File: src/rtl/rx_frame_controller.sv
// RMII receive frame sequencer between the octet receiver and the RX data FIFO.
// It filters on destination MAC, strips it, forwards the rest and queues one descriptor per accepted frame.
module rx_frame_controller #(
  parameter logic [47:0] MAC_ADDR    = 48'h0200_0000_0001,
  parameter int          MIN_LEN     = 60,
  parameter int          MAX_LEN     = 1514,
  parameter int          DESC_DEPTH  = 4,
  parameter int          IDLE_CYCLES = 4
) (
  input  logic        clk_50_mhz,
  input  logic        rst_n,
  input  logic [7:0]  rx_byte,
  input  logic        rx_byte_vld,
  input  logic        crs_dv,
  input  logic        rx_er,
  input  logic        promisc,
  input  logic        fifo_full,
  output logic        fifo_wr_en,
  output logic [7:0]  fifo_din,
  output logic        desc_valid,
  input  logic        desc_ready,
  output logic [15:0] desc_len,
  output logic [15:0] desc_ethertype,
  output logic [3:0]  desc_status,
  output logic [15:0] drop_count,
  output logic        busy
);

  localparam int PTR_W = (DESC_DEPTH > 1) ? $clog2(DESC_DEPTH) : 1;
  localparam int OCC_W = PTR_W + 1;
  localparam int IDL_W = $clog2(IDLE_CYCLES) + 1;

  localparam logic [15:0]      MIN_LEN_C = 16'(MIN_LEN);
  localparam logic [15:0]      MAX_LEN_C = 16'(MAX_LEN);
  localparam logic [IDL_W-1:0] IDLE_LAST = IDL_W'(IDLE_CYCLES - 1);
  localparam logic [OCC_W-1:0] DEPTH_C   = OCC_W'(DESC_DEPTH);
  localparam logic [OCC_W-1:0] OCC_ONE   = OCC_W'(1);
  localparam logic [OCC_W-1:0] OCC_ZERO  = OCC_W'(0);
  localparam logic [PTR_W-1:0] PTR_ONE   = PTR_W'(1);
  localparam logic [PTR_W-1:0] PTR_ZERO  = PTR_W'(0);
  localparam logic [IDL_W-1:0] IDL_ZERO  = IDL_W'(0);
  localparam logic [IDL_W-1:0] IDL_ONE   = IDL_W'(1);

  typedef enum logic [2:0] {
    S_WAIT_IDLE = 3'd0,
    S_IDLE      = 3'd1,
    S_DST       = 3'd2,
    S_DATA      = 3'd3,
    S_PUSH      = 3'd4,
    S_DISCARD   = 3'd5
  } state_t;

  typedef struct packed {
    logic [15:0] len;
    logic [15:0] etype;
    logic [3:0]  status;
  } desc_t;

  localparam desc_t DESC_NONE = '{len: 16'd0, etype: 16'd0, status: 4'd0};

  function automatic logic [15:0] sat_inc16(input logic [15:0] v);
    if (v == 16'hFFFF) begin
      return v;
    end else begin
      return v + 16'd1;
    end
  endfunction

  state_t           state_q, state_d;
  logic [IDL_W-1:0] idle_cnt_q, idle_cnt_d;
  logic [15:0]      cnt_q, cnt_d;
  logic [39:0]      da_q, da_d;
  logic [15:0]      etype_q, etype_d;
  logic             er_q, er_d;
  logic             ovf_q, ovf_d;
  logic [15:0]      drop_q, drop_d;
  logic             wr_en_q, wr_en_d;
  logic [7:0]       din_q, din_d;
  logic             busy_q, busy_d;
  desc_t            mem_q [DESC_DEPTH];
  desc_t            mem_d [DESC_DEPTH];
  logic [PTR_W-1:0] wr_ptr_q, wr_ptr_d;
  logic [PTR_W-1:0] rd_ptr_q, rd_ptr_d;
  logic [OCC_W-1:0] occ_q, occ_d;
  logic             dvalid_q, dvalid_d;
  desc_t            dhead_q, dhead_d;

  logic             end_s;
  logic [15:0]      cnt_inc_s;
  logic [47:0]      da_shift_s;
  logic             da_match_s;
  logic             push_s;
  logic             pop_s;
  desc_t            push_entry_s;

  // Frame-end detection: the end is the IDLE_CYCLES-th consecutive crs_dv-low cycle, held while low.
  always_comb begin
    idle_cnt_d = idle_cnt_q;
    if (crs_dv) begin
      idle_cnt_d = IDL_ZERO;
    end else if (idle_cnt_q < IDLE_LAST) begin
      idle_cnt_d = idle_cnt_q + IDL_ONE;
    end else begin
      idle_cnt_d = idle_cnt_q;
    end
  end

  assign end_s        = !crs_dv && (idle_cnt_q >= IDLE_LAST);
  assign cnt_inc_s    = sat_inc16(cnt_q);
  assign da_shift_s   = {da_q, rx_byte};
  assign da_match_s   = (da_shift_s == MAC_ADDR) || (da_shift_s == {48{1'b1}}) || promisc;
  assign pop_s        = dvalid_q && desc_ready;
  assign push_entry_s = '{len:    cnt_q,
                          etype:  (cnt_q >= 16'd14) ? etype_q : 16'd0,
                          status: {ovf_q, (cnt_q > MAX_LEN_C), (cnt_q < MIN_LEN_C), er_q}};

  // Frame sequencer next state and FIFO write path.
  always_comb begin
    state_d = state_q;
    cnt_d   = cnt_q;
    da_d    = da_q;
    etype_d = etype_q;
    er_d    = er_q;
    ovf_d   = ovf_q;
    drop_d  = drop_q;
    wr_en_d = 1'b0;
    din_d   = din_q;
    push_s  = 1'b0;
    case (state_q)
      S_WAIT_IDLE: begin
        if (end_s) begin
          state_d = S_IDLE;
        end else begin
          state_d = S_WAIT_IDLE;
        end
      end
      S_IDLE: begin
        if (crs_dv) begin
          cnt_d   = 16'd0;
          da_d    = 40'd0;
          etype_d = 16'd0;
          er_d    = 1'b0;
          ovf_d   = 1'b0;
          // No slot free: the frame is counted and skipped; otherwise a slot stays free until PUSH.
          if (occ_q == DEPTH_C) begin
            drop_d  = sat_inc16(drop_q);
            state_d = S_DISCARD;
          end else begin
            state_d = S_DST;
          end
        end else begin
          state_d = S_IDLE;
        end
      end
      S_DST: begin
        er_d = er_q | rx_er;
        if (rx_byte_vld) begin
          cnt_d = cnt_inc_s;
          da_d  = da_shift_s[39:0];
        end else begin
          cnt_d = cnt_q;
          da_d  = da_q;
        end
        if (rx_byte_vld && (cnt_q == 16'd5)) begin
          if (da_match_s) begin
            state_d = end_s ? S_PUSH : S_DATA;
          end else begin
            state_d = end_s ? S_IDLE : S_DISCARD;
          end
        end else if (end_s) begin
          state_d = S_IDLE;
        end else begin
          state_d = S_DST;
        end
      end
      S_DATA: begin
        er_d = er_q | rx_er;
        if (rx_byte_vld) begin
          cnt_d = cnt_inc_s;
          if (cnt_q == 16'd12) begin
            etype_d = {rx_byte, etype_q[7:0]};
          end else if (cnt_q == 16'd13) begin
            etype_d = {etype_q[15:8], rx_byte};
          end else begin
            etype_d = etype_q;
          end
          if (cnt_inc_s <= MAX_LEN_C) begin
            if (fifo_full) begin
              ovf_d = 1'b1;
            end else begin
              wr_en_d = 1'b1;
              din_d   = rx_byte;
            end
          end else begin
            ovf_d = ovf_q;
          end
        end else begin
          cnt_d = cnt_q;
        end
        if (end_s) begin
          state_d = S_PUSH;
        end else begin
          state_d = S_DATA;
        end
      end
      S_PUSH: begin
        push_s  = 1'b1;
        state_d = S_IDLE;
      end
      S_DISCARD: begin
        if (end_s) begin
          state_d = S_IDLE;
        end else begin
          state_d = S_DISCARD;
        end
      end
      default: begin
        state_d = S_WAIT_IDLE;
      end
    endcase
    busy_d = (state_d != S_IDLE);
  end

  // Descriptor queue; the head is computed from next-state so a push shows on desc_* one cycle later.
  always_comb begin
    mem_d    = mem_q;
    wr_ptr_d = wr_ptr_q;
    rd_ptr_d = rd_ptr_q;
    if (push_s) begin
      mem_d[wr_ptr_q] = push_entry_s;
      wr_ptr_d        = wr_ptr_q + PTR_ONE;
    end else begin
      wr_ptr_d = wr_ptr_q;
    end
    if (pop_s) begin
      rd_ptr_d = rd_ptr_q + PTR_ONE;
    end else begin
      rd_ptr_d = rd_ptr_q;
    end
    case ({push_s, pop_s})
      2'b10:   occ_d = occ_q + OCC_ONE;
      2'b01:   occ_d = occ_q - OCC_ONE;
      default: occ_d = occ_q;
    endcase
    if (occ_d != OCC_ZERO) begin
      dvalid_d = 1'b1;
      dhead_d  = mem_d[rd_ptr_d];
    end else begin
      dvalid_d = 1'b0;
      dhead_d  = DESC_NONE;
    end
  end

  // State and output registers with synchronous active-low reset.
  always_ff @(posedge clk_50_mhz) begin
    if (!rst_n) begin
      state_q    <= S_WAIT_IDLE;
      idle_cnt_q <= IDL_ZERO;
      cnt_q      <= 16'd0;
      da_q       <= 40'd0;
      etype_q    <= 16'd0;
      er_q       <= 1'b0;
      ovf_q      <= 1'b0;
      drop_q     <= 16'd0;
      wr_en_q    <= 1'b0;
      din_q      <= 8'd0;
      busy_q     <= 1'b0;
      wr_ptr_q   <= PTR_ZERO;
      rd_ptr_q   <= PTR_ZERO;
      occ_q      <= OCC_ZERO;
      dvalid_q   <= 1'b0;
      dhead_q    <= DESC_NONE;
      for (int i = 0; i < DESC_DEPTH; i++) begin
        mem_q[i] <= DESC_NONE;
      end
    end else begin
      state_q    <= state_d;
      idle_cnt_q <= idle_cnt_d;
      cnt_q      <= cnt_d;
      da_q       <= da_d;
      etype_q    <= etype_d;
      er_q       <= er_d;
      ovf_q      <= ovf_d;
      drop_q     <= drop_d;
      wr_en_q    <= wr_en_d;
      din_q      <= din_d;
      busy_q     <= busy_d;
      wr_ptr_q   <= wr_ptr_d;
      rd_ptr_q   <= rd_ptr_d;
      occ_q      <= occ_d;
      dvalid_q   <= dvalid_d;
      dhead_q    <= dhead_d;
      for (int i = 0; i < DESC_DEPTH; i++) begin
        mem_q[i] <= mem_d[i];
      end
    end
  end

  assign fifo_wr_en     = wr_en_q;
  assign fifo_din       = din_q;
  assign desc_valid     = dvalid_q;
  assign desc_len       = dhead_q.len;
  assign desc_ethertype = dhead_q.etype;
  assign desc_status    = dhead_q.status;
  assign drop_count     = drop_q;
  assign busy           = busy_q;

endmodule

File: config.mk
export PLATFORM = sky130hd
export DESIGN_NAME = rx_frame_controller
export DESIGN_NICKNAME = d
export VERILOG_FILES = /design/src/rtl/rx_frame_controller.sv
export SDC_FILE = /design/constraint.sdc
export NUM_CORES = 1
export LEC_CHECK = 0
export CAP_MARGIN = 5
export CORE_ASPECT_RATIO = 0.7
export CORE_MARGIN = 3
export CORE_UTILIZATION = 54
export CTS_CLUSTER_SIZE = 12
export DETAILED_ROUTE_END_ITERATION = 8
export PLACE_DENSITY = 0.84
export SKIP_LAST_GASP = 1
export SYNTH_ARGS = -nofsm -noshare
export SYNTH_HDL_FRONTEND = slang
export SYNTH_SLANG_ARGS = --single-unit
File: constraint.sdc
create_clock -name clk_50_mhz -period 2.8 [get_ports clk_50_mhz]
set_clock_uncertainty 0.1 [all_clocks]
set_input_delay 0.84 -clock clk_50_mhz [delete_from_list [all_inputs] [get_ports clk_50_mhz]]
set_output_delay 0.84 -clock clk_50_mhz [all_outputs]
set_load 0.1 [all_outputs]
# After elaboration in Yosys (flattened, before gate mapping)
# Index checks and enable logic that the tools add are counted.
dict set report word_totals {
  word_cells 141
  memories 0
  out_inout_bits 63
  ff_bits 294
  latch_bits 0
  inputBits 16
  romBits 0
  ram_bits 0
}
dict set report op_classes {
  reduce_logical 24
  eq_ne 25
  n_addsub 7
  bitwise 6
  mux 39
  div_mod_pow 0
  shifts 0
  multipliers 0
  magnitude_cmp 9
}
# operator n
set ops {}
lappend ops {{$bwmux 144} 1}
lappend ops {{$mux 144} 1}
lappend ops {{$mux 36} 3}
lappend ops {{$mux 16} 6}
lappend ops {{$mux 40} 2}
lappend ops {{$pmux 40 s2} 1}
lappend ops {{$bmux 36 s2} 1}
lappend ops {{$demux 36 s2} 1}
lappend ops {{$pmux 16 s2} 2}
lappend ops {{$eq 48x42->1 const B} 1}
lappend ops {{$eq 48x48->1 const B} 1}
lappend ops {{$add 16x1->16 const B} 2}
lappend ops {{$eq 16x16->1 const B} 2}
lappend ops {{$eq 16x4->1 const B} 2}
lappend ops {{$mux 3} 6}
lappend ops {{$pmux 3 s6} 1}
lappend ops {{$eq 16x3->1 const B} 1}
lappend ops {{$ge 16x4->1 const B} 1}
lappend ops {{$gt 16x11->1 const B} 1}
lappend ops {{$le 16x11->1 const B} 1}
lappend ops {{$lt 16x6->1 const B} 1}
lappend ops {{$ne 2x2->1 const B} 8}
lappend ops {{$reduce_and 4->1} 4}
lappend ops {{$reduce_and 5->1} 2}
lappend ops {{31 further kinds} 58}

# Longest topological paths before layout
dict set report depth {
  depth_word 10
  mapped_depth 14
  depth_no_buf 10
}

# Worst setup path after synthesis
# No wires, ideal clock.
dict set report synth_path {
  path_type {flip-flop to flip-flop}
  startpoint {register dvalid_q (netlist: desc_valid)}
  endpoint {register dhead_q, in the netlist desc_len[14]}
  stages_incl_launch_ff 13
  n_path_buf 2
  setup_time_ns 0.142
  required_time_ns 2.558
  setup_slack_ns -0.388
  synth_period_minus_slack_ns 3.188
  arrival_time_ns 2.946
  path_cell_list {dfxtp_1 -> nand2_1 -> inv_1 -> ha_1 -> inv_1 -> fa_1 -> xor2_1 -> nor2_1 -> xnor2_1 -> a31o_2 -> clkbuf_1 -> clkbuf_1 -> a311oi_1}
}
dict set report synth_between {
  elab_chain_len 6
  elab_cells_between_ends 11
  classes_between {eq/ne (2); mux (5); bitwise (1); reduce/logical (3)}
}
# element line_no
set synth_lines {}
lappend synth_lines {{start: declaration} 85} ;# logic dvalid_q, dvalid_d;
lappend synth_lines {{start signal: assignment} 291} ;# dvalid_q <= dvalid_d;
lappend synth_lines {{$logic_and 1x1->1 (*)} 112} ;# assign pop_s = dvalid_q && desc_ready;
lappend synth_lines {{$mux 2} 235} ;# if (pop_s) begin
lappend synth_lines {{$not 2->3 (not written as such)} 247} ;# dhead_d = mem_d[rd_ptr_d];
lappend synth_lines {{$bmux 36 s2} 247}
lappend synth_lines {{$mux 36 (not written as such) (2 in series)} 247}
lappend synth_lines {{end signal: assignment} 292} ;# dhead_q <= dhead_d;
lappend synth_lines {{end: declaration} 86} ;# desc_t dhead_q, dhead_d;
# Every way passes the cells marked *; elsewhere a longest branch is shown, timed or not. The select of a mux whose other input is x is not followed.
# A chain may end at the register's enable or synchronous reset.

# Final worst setup path
dict set report layout_path {
  startpoint {register cnt_q[8]}
  endpoint {register din_q[6] (netlist: fifo_din[6])}
}
dict set report layout_between {
  elab_chain_len 4
  elab_cells_between_ends 5
  classes_between {add/sub (1); order compare (1); eq/ne (1); mux (1); reduce/logical (1)}
}
# element line_no
set layout_lines {}
lappend layout_lines {{start: declaration} 71} ;# logic [15:0] cnt_q, cnt_d;
lappend layout_lines {{start signal: assignment} 279} ;# cnt_q <= cnt_d;
lappend layout_lines {{$add 16x1->16 or $eq 16x16->1 (tied branches)} {65, 62}}
lappend layout_lines {{$mux 16 (*)} 62} ;# if (v == 16'hFFFF) begin
lappend layout_lines {{$le 16x11->1 (*)} 187} ;# if (cnt_inc_s <= MAX_LEN_C) begin
lappend layout_lines {{$reduce_and 4->1 (no source line) (*)} -}
lappend layout_lines {{end signal: assignment} 286} ;# din_q <= din_d;
lappend layout_lines {{end: declaration} 78} ;# logic [7:0] din_q, din_d;
# Every way passes the cells marked *; elsewhere a longest branch is shown, timed or not.

==> metrics.txt <==
critical path endpoint category=register; most common cell after layout, fill and taps aside=nand2_1; first-pass GRT wire length=57.5 mm; via count=12,200; Top Ports=79; Skew-Pair Late Insertion Delay=approximately 0.56 ns; Yosys top cell by area=dfxtp_1; post-synthesis cell count=around 1,600; sequential cell area fraction in the yosys report=approximately 46%; final hold slack=0.356 ns; status=complete, no violations; DRC Markers=0; Worst setup SP type=register; Area Overhead vs Synth=19.8%; Final GP Congestion=between 0.9 and 1; Crit Path Max Fanout=7; fin crit share=a little over nine tenths; ANT nets after route=0; CTS max path bufs=3; max incr delay on CP=between 0.6 and 0.7 ns; Main synth FF type=dfxtp_1; nets@finish=roughly 1,700; Pins Over Slew Limit=0; DRT Wirelength=35.5 mm; met3 usage=under 10%; Synth async-reset ratio=0%; Mapped Area=~13,000 um^2; # rows=46; Wirelength per Cell=roughly 18 um; Cell Pwr Density=507 nW/um^2; CTS buffer count=29; CTS tree=built; drt first-iter violations=1,562; TritonCTS Sinks=between 200 and 300; Tot GR Track Use=a little over a quarter; worst vdd ir=between 0.0004 and 0.0005 V; clock root cell=clkbuf_16; Post-Syn Nets=around 1,600; CP top delay family=simple AND/OR/NAND/NOR gates; diode count=0; layout cells sized above 1=around 16%; register bit total from synthesis=around 290; Via-to-Cell Ratio=about 6; largest net degree at the start of global routing=between 100 and 150; Worst-path clk slew=around 0.060 ns; Critical Path AT=between 3 and 4 ns; most frequent cells in the layout=331 x nand2_1, 284 x dfxtp_1, 179 x a21oi_1; Mean Syn Cell Area=8.10 um^2; Die Ht=between 100 and 150 um; final setup fails=0; flop2flop setup slack=0.06 ns; Setup CP Type=register to register; met2 usage=41.0%; die area=about 26,000 um^2; crit path cell chain=nand4_4, or4_4, a21oi_1, o2bb2ai_2, nand4b_1, a211oi_2, buf_4, mux2i_1; Synth top area share=between 40% and 50%; Core Region=23,000 um^2; synth top area cells=dfxtp_1 46%, nand2_1 9.7%, a21oi_1 7.0%; fmax=between 300 and 400 MHz; initial antenna violation count=0; worst-margin pin slew=approximately 0.67 ns; Worst slew margin=between 50% and 60%; design area=roughly 15,000 um^2; FILL cells=approximately 1,800; Initial Utilization=approximately 56%; number of global-route vias before repair=between 10,000 and 15,000; CTS H-tree depth=1; Placed Area=approximately 14,000 um^2; Post-CTS Hold Buffers=0; warnings from Yosys=0; busiest layer in global routing=met2; grt total ovfl=0; final hold violations=0; EDFF count, synth=0; Critical-path top delay cell=or4_4; worst path bufs/invs=1; worst endpoint required time=3.18 ns; Post-DP HPWL=between 20 and 25 mm; Final TNS setup=0 ns; Leak Pwr=between 5 and 6 nW; Die X=roughly 190 um; 1st-pass router iterations=6; number of I/O port buffers=78; met1 Resource Use GR=~40%; post-synth cell types=63; HP Class=register to register; crit path time final=roughly 2.7 ns; Max Cap Viol=0
[layer usage]
metal	vias to the layer above	share of wire, %
li1	5716	-
met1	5780	45
met2	654	43
met3	48	11
met4	0	1.4
met5	-	0
[area by class of cell]
class                   instances  area [um^2]  area share [%]
clock buffers                  34          744            4.84
clock inverters                 4         40.0           0.260
inverters                      20         80.1           0.521
multi-input cells            1138         6430            41.8
flip-flops and latches        294         5900            38.4
well taps                     312          390            2.54
repair buffers                207         1800            11.7
[worst min-delay path: cells and delay by family, from the launching register on]
kind	cells	cell delay, ns
AND/OR/NAND/NOR	1	0.05
flip-flops	1	0.31
AO/OA/AOI/OAI	1	0.05
[cells in the mapped netlist (20+ instances only)]
cell type	n
clkbuf_1	104
nor2_1	151
nand3_1	70
dfxtp_1	294
nand4_1	25
a22oi_1	39
o21ai_0	20
inv_1	20
a21oi_1	179
a211oi_1	31
nand2_1	332
o21a_1	39
[per-stage QoR]
step | worst slack (ns) | power, mW | utilization, % | instances
after floorplan | 0.0222 | 4.37 | - | 1584
after global placement | -0.620 | 4.46 | 62.6 | 1965
after detailed placement | -0.652 | 4.46 | 62.6 | 1965
after CTS | 0.0331 | 7.85 | 66.5 | 2006
after global routing | -0.0848 | 8.05 | 66.8 | 2009
final | 0.0637 | 7.80 | 66.8 | 2009
[report_power, final]
part | total (mW) | internal, mW | switching (mW)
Clock | 3.43 | 1.86 | 1.57
Combinational | 0.184 | 0.0609 | 0.123
Sequential | 4.19 | 4.19 | 0.00359
[repair_timing]
item,CTS,global route
cloned,2,0
buffers inserted,1,3
gates resized for setup,8,13
pin swaps,3,6
endpoints found under the setup margin,46,9
hold endpoints to repair,0,0
[registers in the layout, indices dropped and copies added (netlist names), 8 cells and up]
| register | cells |
|---|---|
| mem_q | 144 |
| cnt_q | 16 |
| drop_count | 16 |
| da_q | 40 |
| etype_q | 16 |
| desc_len | 16 |
| desc_ethertype | 16 |
| fifo_din | 8 |
[path summary, 6_finish.rpt]
path | startpoint | cells past startpoint | endpoint
setup reg to reg | cnt_q[8] | 8 | fifo_din[6]
hold reg to reg | mem_q[22] | 2 | mem_q[22]
setup / recovery | cnt_q[8] | 8 | fifo_din[6]
hold / removal | mem_q[22] | 2 | mem_q[22]
[cell families after synthesis]
group	after synthesis	synth area share, %
AOI/OAI and AO/OA	391	19.4
xor gates and xnor gates	22	1.56
adders and majority gates	15	1.52
buffers and inverters	152	4.70
DFF	294	45.8
muxes	27	3.28
and+or+nand+nor	683	23.7
Power figures use the tool's default switching activity.
